**config.mk**
```make
export PLATFORM = sky130hd
export DESIGN_NAME = usb_device_fsm_flat
export DESIGN_NICKNAME = d
export VERILOG_FILES = /design/src/rtl/usb_pkg.sv /design/src/rtl/usb_device_fsm_if.sv /design/src/rtl/usb_timeout_ctr.sv /design/src/rtl/usb_device_fsm.sv /design/src/flat_wrapper.sv
export SDC_FILE = /design/constraint.sdc
export NUM_CORES = 1
export LEC_CHECK = 0
export CORE_AREA = 2 2 140 142
export DETAILED_ROUTE_END_ITERATION = 6
export DIE_AREA = 0 0 142 144
export GPL_ROUTABILITY_DRIVEN = 0
export PLACE_DENSITY = 0.65
export SETUP_SLACK_MARGIN = 0.15
export SYNTH_ARGS = -nofsm -noshare
export SYNTH_HDL_FRONTEND = slang
export SYNTH_SLANG_ARGS = --single-unit
```
**constraint.sdc**
```tcl
create_clock -name clk -period 2.42 [get_ports clk]
set_input_delay 0.726 -clock clk [delete_from_list [all_inputs] [get_ports clk]]
set_output_delay 0.726 -clock clk [all_outputs]
set_load 0.005 [all_outputs]
```
**src/rtl/usb_pkg.sv**
```systemverilog
// -----------------------------------------------------------------------------
// usb_pkg
// Shared types and constants for the device-side USB protocol engine.
//   pkt_t    : decoded/encoded packet (pid, endp, addr, 64-bit data)
//   PID_*    : packet identifiers understood by the engine
//   CRC_*    : crc_type codes handed to the packet encoder
//   state_e  : protocol FSM states
//   make_hs / make_data0 : build outgoing handshake and data packets
// -----------------------------------------------------------------------------
package usb_pkg;

   localparam logic [3:0] PID_OUT   = 4'b0001;
   localparam logic [3:0] PID_IN    = 4'b1001;
   localparam logic [3:0] PID_DATA0 = 4'b0011;
   localparam logic [3:0] PID_ACK   = 4'b0010;
   localparam logic [3:0] PID_NAK   = 4'b1010;

   localparam logic [4:0] CRC_TOKEN = 5'd5;
   localparam logic [4:0] CRC_DATA  = 5'd16;
   localparam logic [4:0] CRC_NONE  = 5'd0;

   typedef struct packed {
      logic [3:0]  pid;
      logic [3:0]  endp;
      logic [6:0]  addr;
      logic [63:0] data;
   } pkt_t;

   typedef enum logic [2:0] {
      ST_IDLE,
      ST_RX_DATA,
      ST_TX_HS,
      ST_TX_DATA,
      ST_RX_HS
   } state_e;

   // Handshakes carry only a PID; the remaining fields are zeroed so stale
   // payload never leaks into the encoder.
   function automatic pkt_t make_hs(input logic [3:0] pid);
      pkt_t p;
      p      = '0;
      p.pid  = pid;
      return p;
   endfunction

   function automatic pkt_t make_data0(input logic [63:0] data);
      pkt_t p;
      p      = '0;
      p.pid  = PID_DATA0;
      p.data = data;
      return p;
   endfunction

endpackage

```
**src/rtl/usb_device_fsm_if.sv**
```systemverilog
// -----------------------------------------------------------------------------
// usb_device_fsm_if
// Bundles every non-clock signal of the device protocol engine.
//   Decoder side : pkt_received, crc_correct, pkt_in, decode
//   Encoder side : pkt_sent, pkt_out, encode, kill, crc_type
//   Device side  : tx_data, tx_valid, tx_taken, rx_data, rx_valid,
//                  success, failure
// Modports:
//   master : the surroundings (decoder, encoder, device logic)
//   slave  : the protocol engine itself
// -----------------------------------------------------------------------------
interface usb_device_fsm_if;

   logic          pkt_received;
   logic          crc_correct;
   usb_pkg::pkt_t pkt_in;
   logic          pkt_sent;
   logic [63:0]   tx_data;
   logic          tx_valid;

   usb_pkg::pkt_t pkt_out;
   logic          encode;
   logic          kill;
   logic          decode;
   logic [4:0]    crc_type;
   logic [63:0]   rx_data;
   logic          rx_valid;
   logic          tx_taken;
   logic          success;
   logic          failure;

   modport master (
      output pkt_received, crc_correct, pkt_in, pkt_sent, tx_data, tx_valid,
      input  pkt_out, encode, kill, decode, crc_type, rx_data, rx_valid,
             tx_taken, success, failure
   );

   modport slave (
      input  pkt_received, crc_correct, pkt_in, pkt_sent, tx_data, tx_valid,
      output pkt_out, encode, kill, decode, crc_type, rx_data, rx_valid,
             tx_taken, success, failure
   );

endinterface

```
**src/rtl/usb_timeout_ctr.sv**
```systemverilog
// -----------------------------------------------------------------------------
// usb_timeout_ctr
// Idle-cycle counter for the receive states of the protocol engine.
//   clk, rst_b : clock, asynchronous active-low reset
//   clr_all    : clear both the cycle count and the timeout count
//   clr_clk    : clear the cycle count only
//   en         : count this cycle (receiver idle, no limit reached)
//   timeout    : combinational strobe, high on the counting cycle where the
//                cycle count equals TIMEOUT (one period = TIMEOUT+1 cycles)
//   tmo_cnt    : number of timeouts seen, saturating at all-ones
// -----------------------------------------------------------------------------
module usb_timeout_ctr #(
   parameter logic [7:0] TIMEOUT = 8'd255
) (
   input  logic       clk,
   input  logic       rst_b,
   input  logic       clr_all,
   input  logic       clr_clk,
   input  logic       en,
   output logic       timeout,
   output logic [3:0] tmo_cnt
);

   logic [7:0] clk_count;

   assign timeout = en && (clk_count == TIMEOUT);

   always_ff @(posedge clk or negedge rst_b) begin
      if (!rst_b) begin
         clk_count <= '0;
         tmo_cnt   <= '0;
      end else if (clr_all) begin
         clk_count <= '0;
         tmo_cnt   <= '0;
      end else if (clr_clk) begin
         clk_count <= '0;
      end else if (en) begin
         if (timeout) begin
            clk_count <= '0;
            if (tmo_cnt != 4'hF) tmo_cnt <= tmo_cnt + 4'd1;
         end else begin
            clk_count <= clk_count + 8'd1;
         end
      end
   end

endmodule

```
**src/rtl/usb_device_fsm.sv**
```systemverilog
// -----------------------------------------------------------------------------
// usb_device_fsm
// Device-side USB protocol engine. Accepts OUT/IN tokens addressed to
// DEV_ADDR/DEV_ENDP; for OUT it receives one DATA0 packet and answers
// ACK (good CRC) or NAK (bad CRC); for IN it sends DATA0 (or NAK when the
// device has nothing to send) and waits for the host handshake, resending
// on NAK, corruption or timeout. Gives up with a failure pulse once the
// retry or timeout count reaches MAX_RETRY.
//   clk, rst_b : clock, asynchronous active-low reset
//   bus        : usb_device_fsm_if.slave (decoder, encoder, device data)
// All outputs are registered.
// -----------------------------------------------------------------------------
module usb_device_fsm
   import usb_pkg::*;
#(
   parameter logic [6:0] DEV_ADDR  = 7'd5,
   parameter logic [3:0] DEV_ENDP  = 4'd4,
   parameter logic [7:0] TIMEOUT   = 8'd255,
   parameter logic [3:0] MAX_RETRY = 4'd8
) (
   input  logic              clk,
   input  logic              rst_b,
   usb_device_fsm_if.slave   bus
);

   state_e     state;
   state_e     ret_state;   // where TxHs goes once the handshake is out
   logic       ack_path;    // the pending handshake is the final ACK
   logic [3:0] retry_cnt;
   logic [3:0] tmo_cnt;
   logic       timeout;

   logic       in_rx;
   logic       limit_hit;
   logic       tok_match;
   logic       good_pkt;
   logic       bad_pkt;
   logic       cnt_en;
   logic       clr_all;
   logic       clr_clk;

   assign in_rx     = (state == ST_RX_DATA) || (state == ST_RX_HS);
   assign limit_hit = (retry_cnt == MAX_RETRY) || (tmo_cnt == MAX_RETRY);
   assign good_pkt  = bus.pkt_received && bus.crc_correct;
   assign bad_pkt   = bus.pkt_received && !bus.crc_correct;
   assign tok_match = good_pkt && (bus.pkt_in.addr == DEV_ADDR)
                               && (bus.pkt_in.endp == DEV_ENDP);

   // Any received packet suspends the idle count for that cycle, so a packet
   // landing on the timeout cycle is handled and the timeout is not taken.
   assign cnt_en  = in_rx && !limit_hit && !bus.pkt_received;
   assign clr_all = (state == ST_IDLE);
   // Transmit states hold the cycle count at zero so every receive window
   // starts from a fresh count.
   assign clr_clk = (state == ST_TX_HS) || (state == ST_TX_DATA);

   usb_timeout_ctr #(
      .TIMEOUT (TIMEOUT)
   ) u_tmo (
      .clk     (clk),
      .rst_b   (rst_b),
      .clr_all (clr_all),
      .clr_clk (clr_clk),
      .en      (cnt_en),
      .timeout (timeout),
      .tmo_cnt (tmo_cnt)
   );

   // NOTE: all state and outputs live in one clocked block and use
   // non-blocking assignments, so every read sees the pre-edge value.
   always_ff @(posedge clk or negedge rst_b) begin
      if (!rst_b) begin
         state         <= ST_IDLE;
         ret_state     <= ST_IDLE;
         ack_path      <= 1'b0;
         retry_cnt     <= '0;
         bus.pkt_out   <= '0;
         bus.crc_type  <= CRC_NONE;
         bus.rx_data   <= '0;
         bus.encode    <= 1'b0;
         bus.kill      <= 1'b0;
         bus.decode    <= 1'b0;
         bus.rx_valid  <= 1'b0;
         bus.tx_taken  <= 1'b0;
         bus.success   <= 1'b0;
         bus.failure   <= 1'b0;
      end else begin
         // NOTE: strobes default low every cycle; a branch that wants a pulse
         // overrides the default for exactly one cycle.
         bus.encode   <= 1'b0;
         bus.kill     <= 1'b0;
         bus.decode   <= 1'b0;
         bus.rx_valid <= 1'b0;
         bus.tx_taken <= 1'b0;
         bus.success  <= 1'b0;
         bus.failure  <= 1'b0;

         case (state)
            ST_IDLE: begin
               retry_cnt  <= '0;
               bus.decode <= 1'b1;
               if (tok_match && bus.pkt_in.pid == PID_OUT) begin
                  bus.decode <= 1'b0;
                  state      <= ST_RX_DATA;
               end else if (tok_match && bus.pkt_in.pid == PID_IN) begin
                  bus.decode <= 1'b0;
                  bus.encode <= 1'b1;
                  bus.kill   <= 1'b1;
                  if (bus.tx_valid) begin
                     bus.pkt_out  <= make_data0(bus.tx_data);
                     bus.crc_type <= CRC_DATA;
                     state        <= ST_TX_DATA;
                  end else begin
                     bus.pkt_out  <= make_hs(PID_NAK);
                     bus.crc_type <= CRC_NONE;
                     ret_state    <= ST_IDLE;
                     ack_path     <= 1'b0;
                     state        <= ST_TX_HS;
                  end
               end
            end

            ST_RX_DATA: begin
               if (limit_hit) begin
                  bus.failure <= 1'b1;
                  state       <= ST_IDLE;
               end else if (bad_pkt) begin
                  retry_cnt    <= retry_cnt + 4'd1;
                  bus.pkt_out  <= make_hs(PID_NAK);
                  bus.crc_type <= CRC_NONE;
                  bus.encode   <= 1'b1;
                  bus.kill     <= 1'b1;
                  ret_state    <= ST_RX_DATA;
                  ack_path     <= 1'b0;
                  state        <= ST_TX_HS;
               end else if (good_pkt && bus.pkt_in.pid == PID_DATA0) begin
                  bus.rx_data  <= bus.pkt_in.data;
                  bus.rx_valid <= 1'b1;
                  bus.pkt_out  <= make_hs(PID_ACK);
                  bus.crc_type <= CRC_NONE;
                  bus.encode   <= 1'b1;
                  bus.kill     <= 1'b1;
                  ret_state    <= ST_IDLE;
                  ack_path     <= 1'b1;
                  state        <= ST_TX_HS;
               end
               // Other packets are ignored; a timeout only bumps tmo_cnt in
               // the counter and the host is expected to retransmit.
            end

            ST_TX_HS: begin
               if (bus.pkt_sent) begin
                  state       <= ret_state;
                  bus.decode  <= (ret_state == ST_RX_DATA);
                  bus.success <= ack_path;
               end
            end

            ST_TX_DATA: begin
               if (bus.pkt_sent) begin
                  bus.decode <= 1'b1;
                  state      <= ST_RX_HS;
               end
            end

            ST_RX_HS: begin
               if (limit_hit) begin
                  bus.failure <= 1'b1;
                  state       <= ST_IDLE;
               end else if (good_pkt && bus.pkt_in.pid == PID_ACK) begin
                  bus.tx_taken <= 1'b1;
                  bus.success  <= 1'b1;
                  state        <= ST_IDLE;
               end else if (bad_pkt || (good_pkt && bus.pkt_in.pid == PID_NAK)) begin
                  // pkt_out still holds the DATA0 packet, so a resend only
                  // needs a new encode pulse.
                  retry_cnt    <= retry_cnt + 4'd1;
                  bus.crc_type <= CRC_DATA;
                  bus.encode   <= 1'b1;
                  bus.kill     <= 1'b1;
                  state        <= ST_TX_DATA;
               end else if (timeout) begin
                  bus.crc_type <= CRC_DATA;
                  bus.encode   <= 1'b1;
                  bus.kill     <= 1'b1;
                  state        <= ST_TX_DATA;
               end
            end

            default: state <= ST_IDLE;
         endcase
      end
   end

endmodule
```
**src/flat_wrapper.sv**
```systemverilog
// flat-port wrapper written by rule: the top's interface ports become plain ports
module usb_device_fsm_flat import usb_pkg::*;
#(
   parameter logic [6:0] DEV_ADDR  = 7'd5,
   parameter logic [3:0] DEV_ENDP  = 4'd4,
   parameter logic [7:0] TIMEOUT   = 8'd255,
   parameter logic [3:0] MAX_RETRY = 4'd8
)
  (clk, rst_b, bus_pkt_received, bus_crc_correct, bus_pkt_in, bus_pkt_sent, bus_tx_data, bus_tx_valid, bus_pkt_out, bus_encode, bus_kill, bus_decode, bus_crc_type, bus_rx_data, bus_rx_valid, bus_tx_taken, bus_success, bus_failure);
  usb_device_fsm_if bus_i ();
  input  logic clk;
  input  logic rst_b;
  input wire logic [$bits(bus_i.pkt_received)-1:0] bus_pkt_received;
  input wire logic [$bits(bus_i.crc_correct)-1:0] bus_crc_correct;
  input wire logic [$bits(bus_i.pkt_in)-1:0] bus_pkt_in;
  input wire logic [$bits(bus_i.pkt_sent)-1:0] bus_pkt_sent;
  input wire logic [$bits(bus_i.tx_data)-1:0] bus_tx_data;
  input wire logic [$bits(bus_i.tx_valid)-1:0] bus_tx_valid;
  output wire logic [$bits(bus_i.pkt_out)-1:0] bus_pkt_out;
  output wire logic [$bits(bus_i.encode)-1:0] bus_encode;
  output wire logic [$bits(bus_i.kill)-1:0] bus_kill;
  output wire logic [$bits(bus_i.decode)-1:0] bus_decode;
  output wire logic [$bits(bus_i.crc_type)-1:0] bus_crc_type;
  output wire logic [$bits(bus_i.rx_data)-1:0] bus_rx_data;
  output wire logic [$bits(bus_i.rx_valid)-1:0] bus_rx_valid;
  output wire logic [$bits(bus_i.tx_taken)-1:0] bus_tx_taken;
  output wire logic [$bits(bus_i.success)-1:0] bus_success;
  output wire logic [$bits(bus_i.failure)-1:0] bus_failure;
  assign bus_i.pkt_received = bus_pkt_received;
  assign bus_i.crc_correct = bus_crc_correct;
  assign bus_i.pkt_in = bus_pkt_in;
  assign bus_i.pkt_sent = bus_pkt_sent;
  assign bus_i.tx_data = bus_tx_data;
  assign bus_i.tx_valid = bus_tx_valid;
  assign bus_pkt_out = bus_i.pkt_out;
  assign bus_encode = bus_i.encode;
  assign bus_kill = bus_i.kill;
  assign bus_decode = bus_i.decode;
  assign bus_crc_type = bus_i.crc_type;
  assign bus_rx_data = bus_i.rx_data;
  assign bus_rx_valid = bus_i.rx_valid;
  assign bus_tx_taken = bus_i.tx_taken;
  assign bus_success = bus_i.success;
  assign bus_failure = bus_i.failure;
  usb_device_fsm #(.DEV_ADDR(DEV_ADDR), .DEV_ENDP(DEV_ENDP), .TIMEOUT(TIMEOUT), .MAX_RETRY(MAX_RETRY)) u_core (.clk(clk), .rst_b(rst_b), .bus(bus_i));
endmodule
```
==> results of run 1 <==
[power breakdown]
group / switching [mW] / internal (mW)
combinational: 0.947 / 1.57
clock: 1.13 / 1.65
sequential: 0.282 / 3.08
total: 2.36 / 6.30
[critical path: cells and delay by family]
family	cells	cell delay (ps)
AO/OA/AOI/OAI	2	470
buffers and inverters	3	390
AND/OR/NAND/NOR	2	1120
[cells in the mapped netlist (3+ instances only)]
cell type and instances:
o21ai_0 8, nor2_1 10, or4b_1 3, buf_4 22, nand4_1 4, nor3_1 9
mux2_2 66, buf_2 15, clkbuf_1 3, or3_1 4, a31oi_1 3, nand3_1 7
dfrtp_1 159, nand2b_1 5, ha_1 5, a22o_1 65, inv_1 12, nand2_1 16
a21oi_1 13, nor2b_1 3, and3b_1 4, mux2i_1 4
[per-stage QoR]
| step | worst slack (ps) | cell area [sq um] | hold WS (ps) | utilization | TNS, ps |
|---|---|---|---|---|---|
| floorplan | -183 | 6600 | 430 | - | -10390 |
| global placement | -644 | 9890 | 453 | 0.518 | -54660 |
| detailed placement | -652 | 9890 | 454 | 0.518 | -57340 |
| CTS | 38.0 | 10700 | 267 | 0.563 | 0 |
| global route | 10.4 | 10900 | 288 | 0.570 | 0 |
| finish | 9.17 | 10900 | 253 | 0.570 | 0 |
[repair_timing]
action,CTS,global route
resized for setup,37,15
pin swaps,4,4
hold buffers,0,0
cloned,8,3
setup endpoints to repair,73,141
buffers inserted,2,1
hold endpoints to repair,0,0
[final cells by class]
type,instances,area [sq um]
Fill cell,1547,8200
Sequential cell,159,3980
Timing Repair Buffer,342,3600
Multi-Input combinational cell,282,2350
Clock buffer,19,433
Tap cell,238,298
Clock inverter,13,175
Inverter,12,45.0
[registers in the layout, summed over array words and instances (netlist names), 3 cells and up]
register and cells:
u_core.bus.pkt_out 67, u_core.bus.rx_data 64, u_core.retry_cnt 4, u_core.state 3, u_core.u_tmo.clk_count 8, u_core.u_tmo.tmo_cnt 4
[cell families (layout without fill, tap and decap cells)]
logic type,after synthesis,in the layout
fa+ha+maj,5,5
simple gates,81,81
xor+xnor,3,3
compound gates,106,107
mux,70,70
flops,159,159
buf+inv,54,386
other cells,1,16
[worst paths after layout]
| check | slack [ps] | end |
|---|---|---|
| min in group clk | 470 | u_core.bus.pkt_out[76] |
| max in group asynchronous | 1530 | u_core.bus.pkt_out[20] |
| setup / recovery | 9 | u_core.bus.pkt_out[27] |
| setup reg to reg | 210 | u_core.bus.pkt_out[27] |
| hold reg to reg | 470 | u_core.bus.pkt_out[76] |
| hold / removal | 250 | u_core.bus.pkt_out[51] |
[metal layers]
metal | routed length, um | GRT usage | part of all wire | up-vias
li1 | - | - | - | 2414
met1 | 8010 | 0.232 | 0.41 | 2675
met2 | 10400 | 0.330 | 0.52 | 198
met3 | 1150 | 0.0490 | 0.058 | 18
met4 | 223 | 0.0495 | 0.011 | 0
met5 | 0 | 0 | 0 | -
==> reports/results.tsv, run 1 <==
stage	metric	value	unit
min_path	class of the most critical hold timing path	primary input to async pin	
final_layout	layout cell share with drive strength beyond 1	0.215	
clocking	clk sinks	159	
run	max_cap viols	0	
final_layout	commonest cells after routing, fill and taps aside	clkdlybuf4s50_1, dfrtp_1, mux2_2	
timing	fin. max-slew vios	0	
clocking	Root Driver	clkbuf_16	
yosys	largest family of logic cells by synthesized area	compound AO/OA/AOI/OAI gates	
clocking	Clk Latency, worst-skew pair	410	ps
clocking	H-tree levels	4	
timing	Tmin final	2410	ps
power	Worst VDD drop	467	uV
worst_setup_path	Slowest cell on crit path	or4_4	
clocking	CTS tree	built	
worst_setup_path	WS Path Type	primary input to register	
power	pwr dens	796	nW/um^2
power	PnR Total Power	8.66	mW
global_route	initial antenna violation count	0	
drt	drt pass-1 iters	5	
clocking	Clock transition at path regs	60	ps
place	port buffer count	287	
drt	routed vias	5305	
worst_setup_path	FF-to-FF Start	u_core.state[0]	
timing	period utilisation layout	0.996	
yosys	Synth Area in Adders	0.00962	
yosys	dominant cell type by area after synthesis	dfrtp_1	
yosys	post-synthesis mux area share	0.121	
worst_setup_path	Critical Path Start Type	primary input	
die	FP Rows	51	
yosys	Synth Instances	479	
drt	Detail Route Antenna Nets	0	
timing	Slew @ Worst Pin	512	ps
die	die footprint	20400	sq um
place	Placed Instances	1019	
worst_setup_path	crit-path max cell delay	590	ps
worst_setup_path	Reg2Reg Depth	6	
timing	Max Fclk	415	MHz
worst_setup_path	Setup crit start	bus_pkt_in[72]	
yosys	Post-Synth XOR/XNOR Area	0.00404	
clocking	total CTS buffers	17	
yosys	Syn Std Cell Area	6500	sq um
yosys	Avg Inst Size Synth	13.6	sq um
die	Die X	142	um
yosys	number of synthesized flops with an enable pin	0	
place	Detail Placement HPWL	14100	um
yosys	Synth Flop Type	dfrtp_1	
final_layout	Layout Nets	968	
timing	RSZ-0062 raised after global routing	yes	
final_layout	Non-Filler Instances	1065	
global_route	largest net degree at the start of global routing	50	
power	static leakage	4.93	nW
die	height of the chip	144	um
timing	setup violators final	0	
timing	final hold vios	0	
drt	detailed-route DRC error count	0	
worst_setup_path	CP Max Fanout	8	
timing	max_slew headroom	0.658	
yosys	asr flop ratio synth	1.00	
worst_setup_path	Worst Setup End Kind	register	
worst_setup_path	CP required	2720	ps
global_route	number of global-route vias before repair	5432	
final_layout	commonest non-fill, non-tap cell in the layout	clkdlybuf4s50_1	
drt	final wirelength	19700	um
die	Initial Utilization	0.341	
yosys	yosys warns	0	
worst_setup_path	WP data arrival	2720	ps
worst_setup_path	critical-path cell list	buf_6, or4b_4, or4_4, o2bb2a_4, buf_12, clkbuf_16, a22o_1	
yosys	sequential area share after synthesis	0.612	
die	Placeable Area	19100	sq um
final_layout	Layout area overhead	67.3	%
drt	routed len/inst	18.5	um
yosys	Distinct cells, synth	52	
die	IO Pins	304	
timing	skew final	6.56	ps
outcome	outcome	complete, no violations	
global_route	total gr overflow	0	
drt	Initial DRC Count	179	
yosys	Compound-Gate Fraction of Synth Area	0.131	
yosys	ranking of synthesized cells by area	dfrtp_1, mux2_2, a22o_1, buf_4, buf_2	
yosys	post-synth top area share	0.612	
clocking	Clock Path Buffers	2	
final_layout	# diodes	0	
yosys	Synth Register Bits	159	
yosys	Post-Synth Simple-Gate Area	0.0733	
global_route	first-pass GRT wire length	29700	um
drt	via-per-instance ratio	4.98	
global_route	GRT Total Usage	0.188	
No activity file was read; power rests on OpenSTA's default activity.
==> inputs of run 2 (changes only) <==
CORE_AREA = 2 2 125 158   (was 2 2 140 142)
DIE_AREA = 0 0 127 160   (was 0 0 142 144)
PLACE_DENSITY = 0.79   (was 0.65)
==> reports/results.tsv, run 2 (synthesis results as in run 1) <==
stage	metric	value	unit
outcome	outcome	complete, but fails checks	
outcome	failing checks	setup timing	
final_layout	Largest register FFs	67	
worst_setup_path	Critical Path Start Type	primary input	
final_layout	fill count	1539	
die	FP Rows	57	
timing	max_slew headroom	0.659	
drt	Initial DRC Count	315	
global_route	total gr overflow	0	
timing	Max Fclk	406	MHz
timing	fin. max-slew vios	0	
die	die footprint	20300	sq um
die	height of the chip	160	um
die	IO Pins	304	
timing	final hold vios	0	
global_route	first-pass GRT wire length	30600	um
clocking	CTS tree	built	
global_route	initial antenna violation count	0	
final_layout	layout cell share with drive strength beyond 1	0.224	
clocking	H-tree levels	4	
global_route	number of global-route vias before repair	5561	
power	static leakage	4.93	nW
clocking	Root Driver	clkbuf_16	
drt	Detail Route Antenna Nets	0	
worst_setup_path	CP required	2770	ps
final_layout	Non-Filler Instances	1067	
global_route	GRT Total Usage	0.194	
drt	via-per-instance ratio	4.96	
final_layout	Layout Nets	973	
timing	skew final	9.11	ps
die	Die X	127	um
timing	setup violators final	34	
final_layout	Biggest register	u_core.bus.pkt_out	
clocking	clk sinks	159	
clocking	Clk Latency, worst-skew pair	410	ps
die	Initial Utilization	0.343	
worst_setup_path	Worst Setup End Kind	register	
timing	Slew @ Worst Pin	509	ps
power	Worst VDD drop	460	uV
final_layout	commonest cells after routing, fill and taps aside	clkdlybuf4s50_1, dfrtp_1, mux2_2	
place	Detail Placement HPWL	14000	um
drt	detailed-route DRC error count	0	
drt	final wirelength	19700	um
timing	RSZ-0062 raised after global routing	yes	
worst_setup_path	WS Path Type	primary input to register	
clocking	Clock Path Buffers	2	
clocking	Clock transition at path regs	60	ps
final_layout	area of the multi-input gates	2360	sq um
worst_setup_path	WP data arrival	2810	ps
final_layout	commonest non-fill, non-tap cell in the layout	clkdlybuf4s50_1	
clocking	count of hold-fix buffers inserted at cts	0	
place	Placed Instances	1013	
timing	setup ws final	-42.3	ps
power	pwr dens	782	nW/um^2
run	max_cap viols	0	
final_layout	Post-Route Utilization	0.573	
final_layout	Regs by FF count	u_core.bus.pkt_out (67), u_core.bus.rx_data (64), u_core.u_tmo.clk_count (8)	
place	pre-CTS WS	-716	ps
die	Placeable Area	19000	sq um
drt	drt pass-1 iters	5	
drt	routed len/inst	18.4	um
place	port buffer count	287	
worst_setup_path	CP Max Fanout	5	
final_layout	flip-flop and latch area	3980	sq um
drt	routed vias	5292	
clocking	total CTS buffers	17	
final_layout	# diodes	0	
global_route	largest net degree at the start of global routing	48	
timing	period utilisation layout	1.02	
final_layout	Layout area overhead	67.1	%
min_path	class of the most critical hold timing path	primary input to async pin	
timing	Tmin final	2460	ps
==> run 2: cell count changes in the layout (fill, tap and decap cells not counted), moves of 3 or more <==
cell,before,now
clkdlybuf4s15_1,6,3
clkbuf_2,0,3
buf_16,3,7
buf_6,3,8
bufbuf_16,4,1
buf_4,34,38
==> run 2: critical path, cell delays in order <==
cell	delay, ps
buf_6	90
or4b_4	530
or4_4	580
buf_6	150
nor3_4	180
buf_4	160
buf_6	120
clkbuf_16	150
a22o_1	110
==> run 2: report_power, final <==
part / switching (mW) / internal (mW)
Sequential: 0.243 / 3.08
Combinational: 1.01 / 1.58
Clock: 1.13 / 1.46
==> run 2: routing by layer <==
layer / vias up / global-route usage / wire length [um]
met3: 43 / 0.0429 / 1050
met1: 2649 / 0.226 / 7590
met5: - / 0 / 0
li1: 2412 / - / -
met4: 0 / 0.0719 / 546
met2: 188 / 0.346 / 10500
==> run 2: cell type report <==
class	count	share of cell area
repair buffers	347	0.333
well taps	236	0.0272
multi-input cells	282	0.217
inverters	12	0.00415
clock inverters	13	0.0121
clock buffers	18	0.0404
flip-flops and latches	159	0.366
==> run 2: worst paths after layout <==
check                                  startpoint                endpoint  slack (ps)  cells after the start
max                                bus_pkt_in[68]  u_core.bus.pkt_out[60]         -40                      9
min                                         rst_b  u_core.bus.pkt_out[44]         240                      1
max reg2reg                       u_core.state[2]   u_core.bus.pkt_out[9]         130                      5
min reg2reg                u_core.bus.pkt_out[76]  u_core.bus.pkt_out[76]         470                      1
max in group asynchronous                   rst_b  u_core.bus.rx_data[40]        1560                      2
min in group clk           u_core.bus.pkt_out[76]  u_core.bus.pkt_out[76]         470                      1
==> run 2: repair_timing <==
| item | 4_1_cts | 5_1_grt |
|---|---|---|
| setup buffers | 9 | 3 |
| resized for setup | 50 | 18 |
| pin swaps | 10 | 9 |
| endpoints found under the setup margin | 76 | 132 |
| cloned | 9 | 2 |
==> run 2: metrics by stage <==
stage | total power [mW] | hold slack (ps) | area, sq um | TNS [ps]
2_1_floorplan | 4.34 | 430 | 6600 | -10390
3_3_place_gp | 5.69 | 454 | 9850 | -62990
3_5_place_dp | 5.75 | 454 | 9850 | -62390
4_1_cts | 8.53 | 260 | 10800 | 0
5_1_grt | 8.96 | 271 | 10900 | -1190
6_report | 8.50 | 244 | 10900 | -587
